## src/rtl/div_unit_if.sv

```systemverilog
// Handshake and operand bundle between the EX stage (master) and the divider (slave).
// Suffixes mark direction as seen from the divider.
interface div_unit_if #(
  parameter int DIV_W = 32
);
  logic               start_i;
  logic               signed_i;
  logic               annul_i;
  logic [DIV_W-1:0]   dividend_i;
  logic [DIV_W-1:0]   divisor_i;
  logic [2*DIV_W-1:0] result_o;
  logic               ready_o;
  logic               stallreq_o;

  modport master (
    output start_i, signed_i, annul_i, dividend_i, divisor_i,
    input  result_o, ready_o, stallreq_o
  );

  modport slave (
    input  start_i, signed_i, annul_i, dividend_i, divisor_i,
    output result_o, ready_o, stallreq_o
  );
endinterface

```

## src/rtl/div_unit.sv

```systemverilog
// Multi-cycle restoring divider for DIV/DIVU: 32 iterations, sign fix-up on the last edge.
// result_o = {remainder, quotient}, valid only while ready_o is high.
module div_unit #(
  parameter int DIV_W = 32
) (
  input  logic      clk,
  input  logic      rst,
  div_unit_if.slave bus
);
  typedef enum logic [1:0] {IDLE, BYZERO, BUSY, DONE} state_e;

  state_e             state_q, state_d;
  logic [5:0]         cnt_q;
  logic [2*DIV_W:0]   work_q, work_d;   // {partial remainder (33b), quotient (32b)}
  logic [DIV_W-1:0]   dvd_q, dsr_q;
  logic               dvd_neg_q, dsr_neg_q, signed_q;
  logic [2*DIV_W-1:0] result_q, result_d;
  logic               accept, step, last_step;

  logic [DIV_W+1:0]   rem_sh, diff;
  logic [DIV_W-1:0]   dvd_abs, dsr_abs, quo_abs, rem_abs, quo_fin, rem_fin;

  assign dvd_abs = (bus.signed_i && bus.dividend_i[DIV_W-1]) ? -bus.dividend_i : bus.dividend_i;
  assign dsr_abs = (bus.signed_i && bus.divisor_i[DIV_W-1])  ? -bus.divisor_i  : bus.divisor_i;
  assign last_step = (cnt_q == 6'(DIV_W - 1));

  // One restoring step: the top bit of the difference is the borrow that rejects the trial.
  always_comb begin
    rem_sh = {work_q[2*DIV_W:DIV_W], dvd_q[DIV_W-1]};
    diff   = rem_sh - {2'b00, dsr_q};
    if (diff[DIV_W+1]) work_d = {rem_sh[DIV_W:0], work_q[DIV_W-2:0], 1'b0};
    else               work_d = {diff[DIV_W:0],   work_q[DIV_W-2:0], 1'b1};
    quo_abs = work_d[DIV_W-1:0];
    rem_abs = work_d[2*DIV_W-1:DIV_W];
    quo_fin = (signed_q && (dvd_neg_q ^ dsr_neg_q)) ? -quo_abs : quo_abs;
    rem_fin = (signed_q && dvd_neg_q) ? -rem_abs : rem_abs;
  end

  always_comb begin
    // NOTE: every output of this block is given a default first so no path leaves it unassigned (no latch).
    state_d  = state_q;
    result_d = '0;
    accept   = 1'b0;
    step     = 1'b0;
    unique case (state_q)
      IDLE: begin
        if (bus.start_i) begin
          if (bus.divisor_i == '0) begin
            state_d = BYZERO;
          end else begin
            state_d = BUSY;
            accept  = 1'b1;
          end
        end
      end
      BYZERO: state_d = DONE;
      BUSY: begin
        step = 1'b1;
        if (last_step) begin
          state_d  = DONE;
          result_d = {rem_fin, quo_fin};
        end
      end
      DONE: begin
        if (bus.start_i) result_d = result_q;
        else             state_d  = IDLE;
      end
      default: state_d = IDLE;
    endcase
    // A flush beats everything else, including a completing step.
    if (bus.annul_i) begin
      state_d  = IDLE;
      result_d = '0;
      accept   = 1'b0;
      step     = 1'b0;
    end
  end

  always_ff @(posedge clk or posedge rst) begin
    // NOTE: sequential state uses non-blocking assignments so all registers update from pre-edge values.
    if (rst) begin
      state_q  <= IDLE;
      result_q <= '0;
    end else begin
      state_q  <= state_d;
      result_q <= result_d;
    end
  end

  always_ff @(posedge clk or posedge rst) begin
    // NOTE: datapath registers are reset too, so an abandoned operation leaves no residue behind.
    if (rst) begin
      cnt_q     <= '0;
      work_q    <= '0;
      dvd_q     <= '0;
      dsr_q     <= '0;
      dvd_neg_q <= 1'b0;
      dsr_neg_q <= 1'b0;
      signed_q  <= 1'b0;
    end else if (accept) begin
      cnt_q     <= '0;
      work_q    <= '0;
      dvd_q     <= dvd_abs;
      dsr_q     <= dsr_abs;
      dvd_neg_q <= bus.dividend_i[DIV_W-1];
      dsr_neg_q <= bus.divisor_i[DIV_W-1];
      signed_q  <= bus.signed_i;
    end else if (step) begin
      cnt_q  <= cnt_q + 6'd1;
      work_q <= work_d;
      dvd_q  <= dvd_q << 1;
    end
  end

  assign bus.ready_o    = (state_q == DONE);
  assign bus.result_o   = result_q;
  assign bus.stallreq_o = bus.start_i & ~bus.ready_o & ~bus.annul_i;
endmodule

```

## src/flat_wrapper.sv

```systemverilog
// flat-port wrapper written by rule: the top's interface ports become plain ports
module div_unit_flat 
#(
  parameter int DIV_W = 32
)
  (clk, rst, bus_start_i, bus_signed_i, bus_annul_i, bus_dividend_i, bus_divisor_i, bus_result_o, bus_ready_o, bus_stallreq_o);
  div_unit_if #(.DIV_W(DIV_W)) bus_i ();
  input  logic clk;
  input  logic rst;
  input wire logic [$bits(bus_i.start_i)-1:0] bus_start_i;
  input wire logic [$bits(bus_i.signed_i)-1:0] bus_signed_i;
  input wire logic [$bits(bus_i.annul_i)-1:0] bus_annul_i;
  input wire logic [$bits(bus_i.dividend_i)-1:0] bus_dividend_i;
  input wire logic [$bits(bus_i.divisor_i)-1:0] bus_divisor_i;
  output wire logic [$bits(bus_i.result_o)-1:0] bus_result_o;
  output wire logic [$bits(bus_i.ready_o)-1:0] bus_ready_o;
  output wire logic [$bits(bus_i.stallreq_o)-1:0] bus_stallreq_o;
  assign bus_i.start_i = bus_start_i;
  assign bus_i.signed_i = bus_signed_i;
  assign bus_i.annul_i = bus_annul_i;
  assign bus_i.dividend_i = bus_dividend_i;
  assign bus_i.divisor_i = bus_divisor_i;
  assign bus_result_o = bus_i.result_o;
  assign bus_ready_o = bus_i.ready_o;
  assign bus_stallreq_o = bus_i.stallreq_o;
  div_unit #(.DIV_W(DIV_W)) u_core (.clk(clk), .rst(rst), .bus(bus_i));
endmodule
```

## config.mk

```make
export PLATFORM = sky130hd
export DESIGN_NAME = div_unit_flat
export DESIGN_NICKNAME = d
export VERILOG_FILES = /design/src/rtl/div_unit_if.sv /design/src/rtl/div_unit.sv /design/src/flat_wrapper.sv
export SDC_FILE = /design/constraint.sdc
export NUM_CORES = 1
export LEC_CHECK = 0
export BUFFER_PORTS_ARGS = -buffer_cell sky130_fd_sc_hd__clkbuf_2
export CAP_MARGIN = 10
export CORE_AREA = 2 2 146 148
export CTS_CLUSTER_SIZE = 12
export DETAILED_ROUTE_END_ITERATION = 7
export DIE_AREA = 0 0 148 150
export PLACE_DENSITY_LB_ADDON = 0.3
export SETUP_SLACK_MARGIN = 0.15
export SLEW_MARGIN = 20
export SYNTH_ARGS = -nofsm -noshare
export SYNTH_HDL_FRONTEND = slang
export SYNTH_SLANG_ARGS = --single-unit
export TNS_END_PERCENT = 10
```

## constraint.sdc

```tcl
create_clock -name clk -period 15.4 [get_ports clk]
set_input_delay 3.08 -clock clk [delete_from_list [all_inputs] [get_ports clk]]
set_output_delay 3.08 -clock clk [all_outputs]
set_load 0.005 [all_outputs]
```

==> flow_metrics.py <==
metrics = {
    "power": {
        "ir_drop_uv": 170,
        "p_per_area_nw_per_um2": 243,
        "p_leak_nw": 6.53,
    },
    "yosys": {
        "synth-edff-count": 0,
        "synth_simple_gate_area_share_pct": 19.6,
        "synth_top_family_by_area": "simple AND/OR/NAND/NOR gates",
        "synth_compound_area_share_pct": 18.7,
        "synth_area_per_cell_um2": 8.26,
        "syn_inst": 1605,
        "ys_ff_latch": 203,
        "ys_types": 72,
        "ys_seq_area_share_pct": 38.3,
        "yosys_most_used_dff": "dfrtp_1",
        "synthAdderAreaFrac_pct": 3.92,
        "yosys_warnings": 0,
        "syn_nets": 1715,
        "synth-async-reset-ratio_pct": 100,
        "synth_area_um2": 13300,
        "synth_xor_xnor_area_share_pct": 9.82,
        "synth_mux_area_share_pct": 5.51,
    },
    "cts": {
        "numClockSinks": 203,
        "clk_pin_slew_worst_paths_ns": 0.06,
        "clock_latency_ns": 0.51,
        "cts.hold.buffers_added": 0,
        "cts_tree": "built",
        "cts_resized": 0,
        "numCtsBuffers": 22,
        "root_buffer": "clkbuf_16",
        "post_cts_buffers": 0,
        "h-tree-depth": 1,
        "cts.path.max_buffers": 3,
    },
    "setup_path": {
        "cp-start-kind": "primary input",
        "required_ns": 12.32,
        "worst-setup-path-type": "in -> out",
        "crit_arrival_ns": 3.68,
        "rr_startpoint": "u_core.work_q[37]",
        "reg2reg_depth": 18,
        "startpoint": "bus_annul_i",
        "crit_fanout": 6,
        "end_kind": "output port",
    },
    "cells_and_area": {
        "stdcell_area_um2": 14700,
        "syn2layout_area_growth_pct": 11.2,
        "fin_nets": 1798,
        "drive_gt1_share_pct": 12.1,
        "antenna_cells": 0,
    },
    "timing": {
        "tns_ns": 0,
        "fin_skew_ns": 0.0113,
        "setup_viol": 0,
        "timing_hold_violations_final": 0,
        "rsz0062_at_grt": "false",
        "slew_headroom_pct": 24.7,
        "drv_slew": 0,
        "finalCritPeriodShare_pct": 43.9,
        "fmax_mhz": 148,
        "tightest_slew_ns": 1.12,
        "fin_crit_ns": 6.76,
    },
    "global_route": {
        "grt_pass1_wl_um": 55000,
        "use_met2_pct": 47.2,
        "antenna_found_initial": 0,
        "met3_usage_pct": 3.41,
        "grt_pass1_vias": 11000,
        "grtUsageTotal_pct": 30.1,
        "grt_use_met1_pct": 44.7,
        "grt-ovfl-total": 0,
        "grt_max_degree": 125,
        "busiest_layer": "met2",
    },
    "floorplan": {
        "row_count": 53,
        "ios": 135,
        "core_region_area_um2": 20700,
        "initial_utilization_pct": 64.1,
        "die_area_um2": 22200,
        "dieHeight_um": 150,
        "die_x_um": 148,
    },
    "placement": {
        "io_buffers": 134,
        "gp_congestion": 1.00,
        "place_area_um2": 14100,
        "hpwlAfterDp_um": 23800,
    },
    "detailed_routing": {
        "wl_per_cell_um": 16.8,
        "drtPass1Iterations": 5,
        "ant_nets": 0,
        "drt_wl_total_um": 33300,
        "vias_per_cell": 6.03,
        "drc": 0,
        "via_count": 11900,
        "first_iter_violations": 1012,
    },
    "min_path": {
        "holdPathStages": 2,
        "hold_path.class": "reg -> reg",
        "min_from": "u_core.bus.result_o[9]",
    },
    "status": {
        "status": "finished, final reports clean",
    },
    "flow_run": {
        "drv_cap": 0,
    },
}
[placed cells by master (no fill, tap or decap), drive strengths merged, types with 14 or more instances in the layout]
master,instances
nor4,20
o21ai,174
nor2,145
nand2,261
a211oi,32
or3,18
inv,58
ha,40
nand3,14
clkbuf,167
nor3,32
xnor2,79
mux2i,64
a31oi,15
dfrtp,203
a21oi,141
xor2,68
[sequential cells by signal, indices dropped and copies added (netlist names)]
| name | flops |
|---|---|
| u_core.dsr_neg_q | 1 |
| u_core.state_q | 2 |
| u_core.signed_q | 1 |
| u_core.work_q | 64 |
| u_core.cnt_q | 6 |
| u_core.dvd_q | 32 |
| u_core.dsr_q | 32 |
| u_core.dvd_neg_q | 1 |
| u_core.bus.result_o | 64 |
[metrics by stage]
stage | util [%] | power (W) | std cells | hold WS, ns | worst slack, ns
finish | 71.3 | 0.00358 | 1975 | 0.476 | 8.64
global route | 71.3 | 0.00385 | 1975 | 0.501 | 8.26
CTS | 71.2 | 0.00353 | 1975 | 0.483 | 8.55
detailed placement | 67.9 | 0.00301 | 1939 | 0.470 | 8.04
global placement | 67.9 | 0.00294 | 1939 | 0.461 | 8.27
floorplan | - | 0.00249 | 1605 | 0.473 | 6.78
[synthesized netlist by cell type, types with 3 or more instances]
library cell  number  area [um2]
mux2i_1           64         641
clkbuf_1          64         240
buf_2             13        65.1
o31ai_1           11        82.6
mux2_2             8        90.1
o21ai_0          168         841
nor2_1           144         541
a21oi_1          140         701
dfrtp_1          203        5080
nand2b_1           9        56.3
a21boi_0           3        22.5
nor4_1            18         113
a22o_1             3        26.3
inv_1             57         214
o211ai_1           9        67.6
nand3b_1           4        30.0
and4_1             3        26.3
o41ai_1            6        52.6
nor2b_1           11        68.8
xnor2_1           77         674
nor3b_1            8        60.1
nor3_1            32         160
nand4_1           10        62.6
nand3_1           14        70.1
buf_1              7        26.3
and2_1            10        62.6
a21o_1             5        37.5
o221ai_1           4        35.0
or4_1              4        30.0
o21ai_1            6        30.0
a31oi_1           15        93.8
a211oi_1          32         240
xor2_1            68         596
o21a_1             4        30.0
or3_1             17         106
or2_2              4        25.0
and3_1             6        37.5
ha_1              40         500
nand2_1          261         980
[area by class of cell]
type	count	area (um2)
inverters	58	225
clock inverters	3	55.1
flip-flops and latches	203	5080
well taps	275	344
repair buffers	143	746
multi-input cells	1260	7670
fillers	1645	5940
clock buffers	33	632
[worst max-delay path, cell delays in order]
cell and delay (ns):
clkbuf_2 0.14, nor2b_1 0.19, nor2b_1 0.15, clkbuf_2 0.12
[report_power, final]
group	internal (W)	switching, W
clock network	0.000299	0.000212
registers	0.000667	0.000122
logic	0.000839	0.00144
[layer usage]
| metal | share of wire (%) | up-vias |
|---|---|---|
| met2 | 45 | 425 |
| met3 | 7.1 | 56 |
| li1 | - | 5759 |
| met4 | 2.2 | 0 |
| met1 | 45 | 5677 |
| met5 | 0 | - |
[worst paths after layout]
| kind | slack [ns] | to |
|---|---|---|
| setup reg to reg | 8.65 | u_core.bus.result_o[50] |
| min in group asynchronous | 2.73 | u_core.bus.result_o[41] |
| max in group asynchronous | 11.42 | u_core.dvd_q[25] |
| hold / removal | 0.48 | u_core.bus.result_o[9] |
| setup / recovery | 8.64 | bus_stallreq_o |
| hold reg to reg | 0.48 | u_core.bus.result_o[9] |
[kinds of logic (layout without fill, tap and decap cells)]
family,after synthesis,count (layout)
AOI/OAI and AO/OA,430,430
xor gates and xnor gates,147,147
adders and majority gates,41,41
buffers and inverters,142,237
DFF,203,203
muxes,72,72
and+or+nand+nor,570,570
Power figures use the tool's default switching activity.
